[src/rtl/shift_reg_unit_pkg.sv]
// Shared constants for shift_reg_unit: mode encoding and default sizes.
package shift_reg_unit_pkg;

    localparam int DEF_WIDTH = 8;
    localparam int DEF_CNT_W = 8;

    localparam logic [1:0] MODE_HOLD = 2'b00;
    localparam logic [1:0] MODE_SHL  = 2'b01;
    localparam logic [1:0] MODE_SHR  = 2'b10;
    localparam logic [1:0] MODE_LOAD = 2'b11;

endpackage

[src/rtl/shift_reg_unit_if.sv]
// Bundle of the shift register's control inputs and outputs; clk/rst stay outside.
interface shift_reg_unit_if
    import shift_reg_unit_pkg::*;
#(
    parameter int WIDTH = DEF_WIDTH,
    parameter int CNT_W = DEF_CNT_W
) ();

    logic             slow_clk;
    logic [1:0]       mode;
    logic             ser_in_r;
    logic             ser_in_l;
    logic [WIDTH-1:0] load_val;
    logic [WIDTH-1:0] q;
    logic             step;
    logic [CNT_W-1:0] shift_cnt;

    modport master (
        output slow_clk, mode, ser_in_r, ser_in_l, load_val,
        input  q, step, shift_cnt
    );

    modport slave (
        input  slow_clk, mode, ser_in_r, ser_in_l, load_val,
        output q, step, shift_cnt
    );

endinterface

[src/rtl/shift_reg_unit_edge_sync.sv]
// edge_sync: three-flop synchroniser with a one-cycle rising-edge pulse.
// Reset parks all flops high so a signal already high at reset never pulses.
module edge_sync (
    input  logic clk_in,
    input  logic rst,
    input  logic async_in,
    output logic rise_pulse
);

    logic s1_q, s2_q, s3_q;
    logic s1_d, s2_d, s3_d;

    always_comb begin
        s1_d = async_in;
        s2_d = s1_q;
        s3_d = s2_q;
    end

    always_ff @(posedge clk_in) begin
        if (rst) begin
            s1_q <= 1'b1;
            s2_q <= 1'b1;
            s3_q <= 1'b1;
        end else begin
            s1_q <= s1_d;
            s2_q <= s2_d;
            s3_q <= s3_d;
        end
    end

    // s1 is the metastability catcher; the edge is judged on the settled s2/s3 pair.
    assign rise_pulse = s2_q & ~s3_q;

endmodule

[src/rtl/shift_reg_unit.sv]
// shift_reg_unit: shift register stepped once per rising edge of slow_clk.
// Define SHIFT_REG_UNIT_ROTATE_EN to make the shift modes rotate instead of using serial inputs.
module shift_reg_unit
    import shift_reg_unit_pkg::*;
#(
    parameter int WIDTH = DEF_WIDTH,
    parameter int CNT_W = DEF_CNT_W
) (
    input  logic             clk_in,
    input  logic             rst,
    shift_reg_unit_if.slave  bus
);

    logic             step;
    logic [WIDTH-1:0] q_q, q_d;
    logic [CNT_W-1:0] cnt_q, cnt_d;
    logic             shl_in, shr_in;

    edge_sync u_edge_sync (
        .clk_in     (clk_in),
        .rst        (rst),
        .async_in   (bus.slow_clk),
        .rise_pulse (step)
    );

`ifdef SHIFT_REG_UNIT_ROTATE_EN
    logic unused_ser;
    assign unused_ser = bus.ser_in_r ^ bus.ser_in_l;
    assign shl_in     = q_q[WIDTH-1];
    assign shr_in     = q_q[0];
`else
    assign shl_in     = bus.ser_in_r;
    assign shr_in     = bus.ser_in_l;
`endif

    // Inputs are only looked at in the step cycle; otherwise state holds.
    always_comb begin
        q_d   = q_q;
        cnt_d = cnt_q;
        if (step) begin
            case (bus.mode)
                MODE_SHL: begin
                    q_d   = {q_q[WIDTH-2:0], shl_in};
                    cnt_d = cnt_q + 1'b1;
                end
                MODE_SHR: begin
                    q_d   = {shr_in, q_q[WIDTH-1:1]};
                    cnt_d = cnt_q + 1'b1;
                end
                MODE_LOAD: begin
                    q_d   = bus.load_val;
                    cnt_d = '0;
                end
                default: begin
                    q_d   = q_q;
                    cnt_d = cnt_q;
                end
            endcase
        end
    end

    always_ff @(posedge clk_in) begin
        if (rst) begin
            q_q   <= '0;
            cnt_q <= '0;
        end else begin
            q_q   <= q_d;
            cnt_q <= cnt_d;
        end
    end

    assign bus.q         = q_q;
    assign bus.step      = step;
    assign bus.shift_cnt = cnt_q;

endmodule

[src/flat_wrapper.sv]
// flat-port wrapper written by rule: the top's interface ports become plain ports
module shift_reg_unit_flat import shift_reg_unit_pkg::*;
#(
    parameter int WIDTH = DEF_WIDTH,
    parameter int CNT_W = DEF_CNT_W
)
  (clk_in, rst, bus_slow_clk, bus_mode, bus_ser_in_r, bus_ser_in_l, bus_load_val, bus_q, bus_step, bus_shift_cnt);
  shift_reg_unit_if #(.WIDTH(WIDTH), .CNT_W(CNT_W)) bus_i ();
  input  logic clk_in;
  input  logic rst;
  input wire logic [$bits(bus_i.slow_clk)-1:0] bus_slow_clk;
  input wire logic [$bits(bus_i.mode)-1:0] bus_mode;
  input wire logic [$bits(bus_i.ser_in_r)-1:0] bus_ser_in_r;
  input wire logic [$bits(bus_i.ser_in_l)-1:0] bus_ser_in_l;
  input wire logic [$bits(bus_i.load_val)-1:0] bus_load_val;
  output wire logic [$bits(bus_i.q)-1:0] bus_q;
  output wire logic [$bits(bus_i.step)-1:0] bus_step;
  output wire logic [$bits(bus_i.shift_cnt)-1:0] bus_shift_cnt;
  assign bus_i.slow_clk = bus_slow_clk;
  assign bus_i.mode = bus_mode;
  assign bus_i.ser_in_r = bus_ser_in_r;
  assign bus_i.ser_in_l = bus_ser_in_l;
  assign bus_i.load_val = bus_load_val;
  assign bus_q = bus_i.q;
  assign bus_step = bus_i.step;
  assign bus_shift_cnt = bus_i.shift_cnt;
  shift_reg_unit #(.WIDTH(WIDTH), .CNT_W(CNT_W)) u_core (.clk_in(clk_in), .rst(rst), .bus(bus_i));
endmodule
[config.mk]
export PLATFORM = sky130hd
export DESIGN_NAME = shift_reg_unit_flat
export DESIGN_NICKNAME = d
export VERILOG_FILES = /design/src/rtl/shift_reg_unit_pkg.sv /design/src/rtl/shift_reg_unit_if.sv /design/src/rtl/shift_reg_unit_edge_sync.sv /design/src/rtl/shift_reg_unit.sv /design/src/flat_wrapper.sv
export SDC_FILE = /design/constraint.sdc
export NUM_CORES = 1
export LEC_CHECK = 0
export BUFFER_PORTS_ARGS = -buffer_cell sky130_fd_sc_hd__buf_2
export CAP_MARGIN = 10
export CORE_AREA = 8 8 57 59
export DETAILED_ROUTE_END_ITERATION = 8
export DIE_AREA = 0 0 65 67
export PLACE_DENSITY_LB_ADDON = 0.08
export SYNTH_ARGS = -nofsm -noshare
export SYNTH_HDL_FRONTEND = slang
export SYNTH_HIERARCHICAL = 1
export SYNTH_SLANG_ARGS = --single-unit
[constraint.sdc]
create_clock -name clk_in -period 2.1 [get_ports clk_in]
set_input_delay 0.315 -clock clk_in [delete_from_list [all_inputs] [get_ports clk_in]]
set_output_delay 0.315 -clock clk_in [all_outputs]
set_load 0.05 [all_outputs]
### Word level (Yosys, flattened, before mapping)

Cells that the tools add are included.

* $add $sub $neg: 1
* eq/ne operators: 3
* mux-type cells: 2
* bitwise gates (word level): 2
* reductions and logical operators: 5

Operators by type and width (number)
* 8-bit one-hot mux with 3 select lines: 1
* 8-bit one-hot mux with 2 select lines: 1
* 8-bit by 1-bit adder with 8-bit output (second input constant): 1
* 2-bit equality test (second input constant): 2
* 2-bit AND reduction: 2
* 3-bit nonzero test: 1
* 2-bit by 1-bit equality test with 1-bit output (second input constant): 1
* 2-bit nonzero test: 1
* 2-bit OR reduction: 1
* 1-bit AND: 1
* 1-bit NOT: 1

* register bits after elaboration: 19
* bits of input ports: 15
* output and inout bits: 17
* word-level logic and storage cells: 18

### Depth between registers and ports, before layout

* word-level depth: 4
* depth in mapped cells: 5

### By module

Netlist, hierarchy kept.

By module, submodules not included
* shift_reg_unit: instances 1, cells each 89, area an instance 809.5 sq um, seq. area each 320.3 sq um
* edge_sync: instances 1, cells each 7, area an instance 85.1 sq um, seq. area each 60.1 sq um

### Least setup slack after synthesis

No wires, ideal clock.

* kind: flip-flop to flip-flop
* start: register u_core.u_edge_sync.s2_q
* end: register u_core.cnt_q[7] (netlist: u_core/bus.shift_cnt[7])
* arrival: 2.141 ns
* data required time: 2.030 ns
* setup slack: -0.111 ns
* stages on the path, launching flop included: 5
* period minus slack after synthesis: 2.211 ns
* cell sequence: dfxtp_1 -> nor2b_1 -> o211ai_1 -> or4_1 -> a21oi_1

* cells in the longest elaborated chain, start to end: 2

RTL lines
* start: declaration: RTL line shift_reg_unit_edge_sync.sv:10 `logic s1_q, s2_q, s3_q;`
* start signal: assignment: RTL line shift_reg_unit_edge_sync.sv:22 `s2_q <= 1'b1;`
* start signal: assignment: RTL line shift_reg_unit_edge_sync.sv:26 `s2_q <= s2_d;`
* 1-bit AND: RTL line shift_reg_unit_edge_sync.sv:32 `assign rise_pulse = s2_q & ~s3_q;`
* via bus_step: RTL line flat_wrapper.sv:17 `output wire logic [$bits(bus_i.step)-1:0] bus_step;`
* 2-bit AND reduction (no line)
* end signal: assignment: RTL line shift_reg_unit.sv:68 `cnt_q <= cnt_d;`
* end: declaration: RTL line shift_reg_unit.sv:16 `logic [CNT_W-1:0] cnt_q, cnt_d;`

The timed path passes the listed nets, and every way through them passes these cells.
A chain may end at the register's enable or synchronous reset.

### Final worst setup path

* start: register u_core.u_edge_sync.s2_q
* end: output port bus_step

* cells in the longest elaborated chain, start to end: 1

RTL lines (RTL line)
* 1-bit AND: shift_reg_unit_edge_sync.sv:32
* end: declaration: flat_wrapper.sv:17

No other way between the ends.

==> results.toml <==
[synth]
syn_area_um2 = 895
synth_area_leaders = "dfxtp_1, mux2i_1, o2bb2ai_1"
yosysTopAreaCell = "dfxtp_1"
netlist_instances = 96
yosysSeqAreaShare_pct = 42.5
ys_seq_elements = 19
synth.distinct_cells = 27
yosysWarnings = 6
synth.net_count = 112
synth_area_per_cell_um2 = 9.32
synth_top_area_share_pct = 42.5

[floorplanning]
initial_core_util_pct = 37.8
die_y_um = 67
die_w_um = 65
die_area_mm2 = 0.00436
core_mm2 = 0.00236
rows = 18
num_io_pins = 32

[clock_network]
clkTransAtPathRegs_ps = 100
cts_buffers = 3
cts_resized = 0
cts_max_level = 1
clk_latency_ps = 300
cts_root_buffer = "clkbuf_4"
cts_sinks = 19
clock_path_buffers = 2
cts_tree = "yes"
cts_hold_buf = 0
postCtsSetupBuffers = 0

[power]
switching_power_mw = 0.178
p_per_area_mw_per_mm2 = 597
seq_power_share_pct = 57.0
pwr-share-comb_pct = 14.1
switching_share_pct = 27.2
power.internal_mw = 0.476
clkPwrFrac_pct = 28.8
ir_drop_mv = 0.332
leakagePower_nw = 0.451

[timing]
worst_slew_margin_rel_pct = 75.9
fin_hold_ws_ps = 200
worst_pin_slew_ps = 362
final.setup.tns_ps = 0
finalSetupViolCount = 0
timing.final.crit_share_pct = 83.2
finClkSkew_ps = 14.9
finalCriticalPeriod_ps = 1750
rsz0062_at_grt = "no"
hold_viol = 0
finalMaxSlewViolations = 0
fmax_ghz = 0.573

[critical_path]
crit_family = "buffers and inverters"
cp.required_ps = 1780
worstSetupPathType = "flop to output pin"
crit_chain = "nor2b_2 -> buf_4 -> buf_2"
crit_path_end_kind = "output pin"
path_max_fanout = 11
critPathBufInv = 2
startpoint_type = "flop"
critPathSlowestCell = "dfxtp_1"
crit_arrival_ps = 1430
cpPeakStageDelay_ps = 340

[finish]
n_fill_cell = 254
finish.net_count = 143
area_delta_synth_final_pct = 22.5
layout-drive-gt1-share_pct = 30.2
n_antenna_cell = 0
mostFrequentLayoutCells = "buf_2, dfxtp_1, nor2_1"
final_cells = 156
final_common_cell = "buf_2"

[worst_hold_path]
hold_class = "primary input to flop"

[status]
status = "completed"

[grt]
grt_max_degree = 16
antenna_found_initial = 0
grt_overflow = 0
grt_pass1_wl_um = 3790
grt_usage_pct = 10.7
grt_pass1_vias = 862

[route]
viasPerCell = 5.44
avgRoutedWirePerCell_um = 14.7
drc_errors = 0
firstDrtPassIters = 4
ant_nets = 0
dr_total_vias = 849
drtIter0Drc = 34
drt_wl_total_um = 2290

[placement]
dpl.cell_count = 152
place.gp.congestion = 0.702
dpl.hpwl_um = 1690
io_buffer_count = 31

[run]
cap_viol_max_count = 0
-- worst register-to-register path, cell delays in order (launching register included) --
cell	delay, ps
dfxtp_1	340
nor2b_2	270
buf_4	240
o21a_1	320
nor2_1	70
a211oi_1	270
-- power groups by stage --
stage          Sequential [mW]  Combinational [mW]  Clock, mW
2_1_floorplan            0.397              0.0495          0
5_1_grt                  0.374               0.102      0.205
4_1_cts                  0.373              0.0930      0.192
6_report                 0.373              0.0926      0.189
3_5_place_dp             0.381              0.0927          0
3_3_place_gp             0.381              0.0916          0
-- routing by layer --
layer | up-vias | global-route usage, % | routed length [um]
li1 | 422 | - | -
met1 | 402 | 12.5 | 1010
met2 | 23 | 17.9 | 1130
met3 | 2 | 2.85 | 131
met4 | 0 | 4.90 | 18
met5 | - | 0 | 0
-- cell usage after synthesis (all sizes together) --
library cell and number:
dfxtp 19, nor2 10, a211oi 8, mux2i 8, o2bb2ai 8, a21oi 6, clkbuf 4, o21ai 4
nand2 3, or2 3, or3 3, buf 2, nand3 2, o211ai 2, o31ai 2, or4 2
xor2 2, a31o 1, a32oi 1, ha 1, nand2b 1, nand3b 1, nand4 1, nor2b 1
o21a 1
-- path summary, 6_finish.rpt --
check                                     start                            endpoint  slack (ps)  cells past startpoint
min reg2reg  u_core/u_edge_sync/s1_q$_SDFF_PP1_  u_core/u_edge_sync/s2_q$_SDFF_PP1_         420                      1
max          u_core/u_edge_sync/s2_q$_SDFF_PP1_                            bus_step         350                      3
min                                bus_slow_clk  u_core/u_edge_sync/s1_q$_SDFF_PP1_         200                      2
max reg2reg  u_core/u_edge_sync/s2_q$_SDFF_PP1_        u_core/bus.q[0]$_SDFFE_PP0P_         510                      5
-- cell type report --
type / instances / area (um2) / area share [%]
well taps: 30 / 37.5 / 3.42
repair buffers: 32 / 163 / 14.8
flip-flops and latches: 19 / 380 / 34.7
multi-input cells: 71 / 489 / 44.6
clock buffers: 4 / 26.3 / 2.40
-- state kept, by name (all words and copies together) (netlist names) --
register,cells
u_core/bus.q,8
u_core/bus.shift_cnt,8
u_core/u_edge_sync/s3_q,1
u_core/u_edge_sync/s1_q,1
u_core/u_edge_sync/s2_q,1
-- per-stage QoR --
| step | power, mW | worst slack [ps] | instance area [um2] | util [%] |
|---|---|---|---|---|
| 6_report | 0.654 | 354 | 1100 | 46.3 |
| 5_1_grt | 0.681 | 230 | 1100 | 46.3 |
| 4_1_cts | 0.658 | 365 | 1100 | 46.3 |
| 3_5_place_dp | 0.474 | 553 | 1070 | 45.2 |
| 3_3_place_gp | 0.473 | 585 | 1070 | 45.2 |
| 2_1_floorplan | 0.447 | 288 | 897 | - |
-- cells by family after synthesis --
group | Yosys count | share of synthesized area, %
and+or+nand+nor | 27 | 15.4
buffers and inverters | 6 | 3.08
DFF | 19 | 42.5
xor gates and xnor gates | 2 | 1.96
muxes | 8 | 8.95
AOI/OAI and AO/OA | 33 | 26.7
adders and majority gates | 1 | 1.40
No activity file was read; power rests on OpenSTA's default activity.
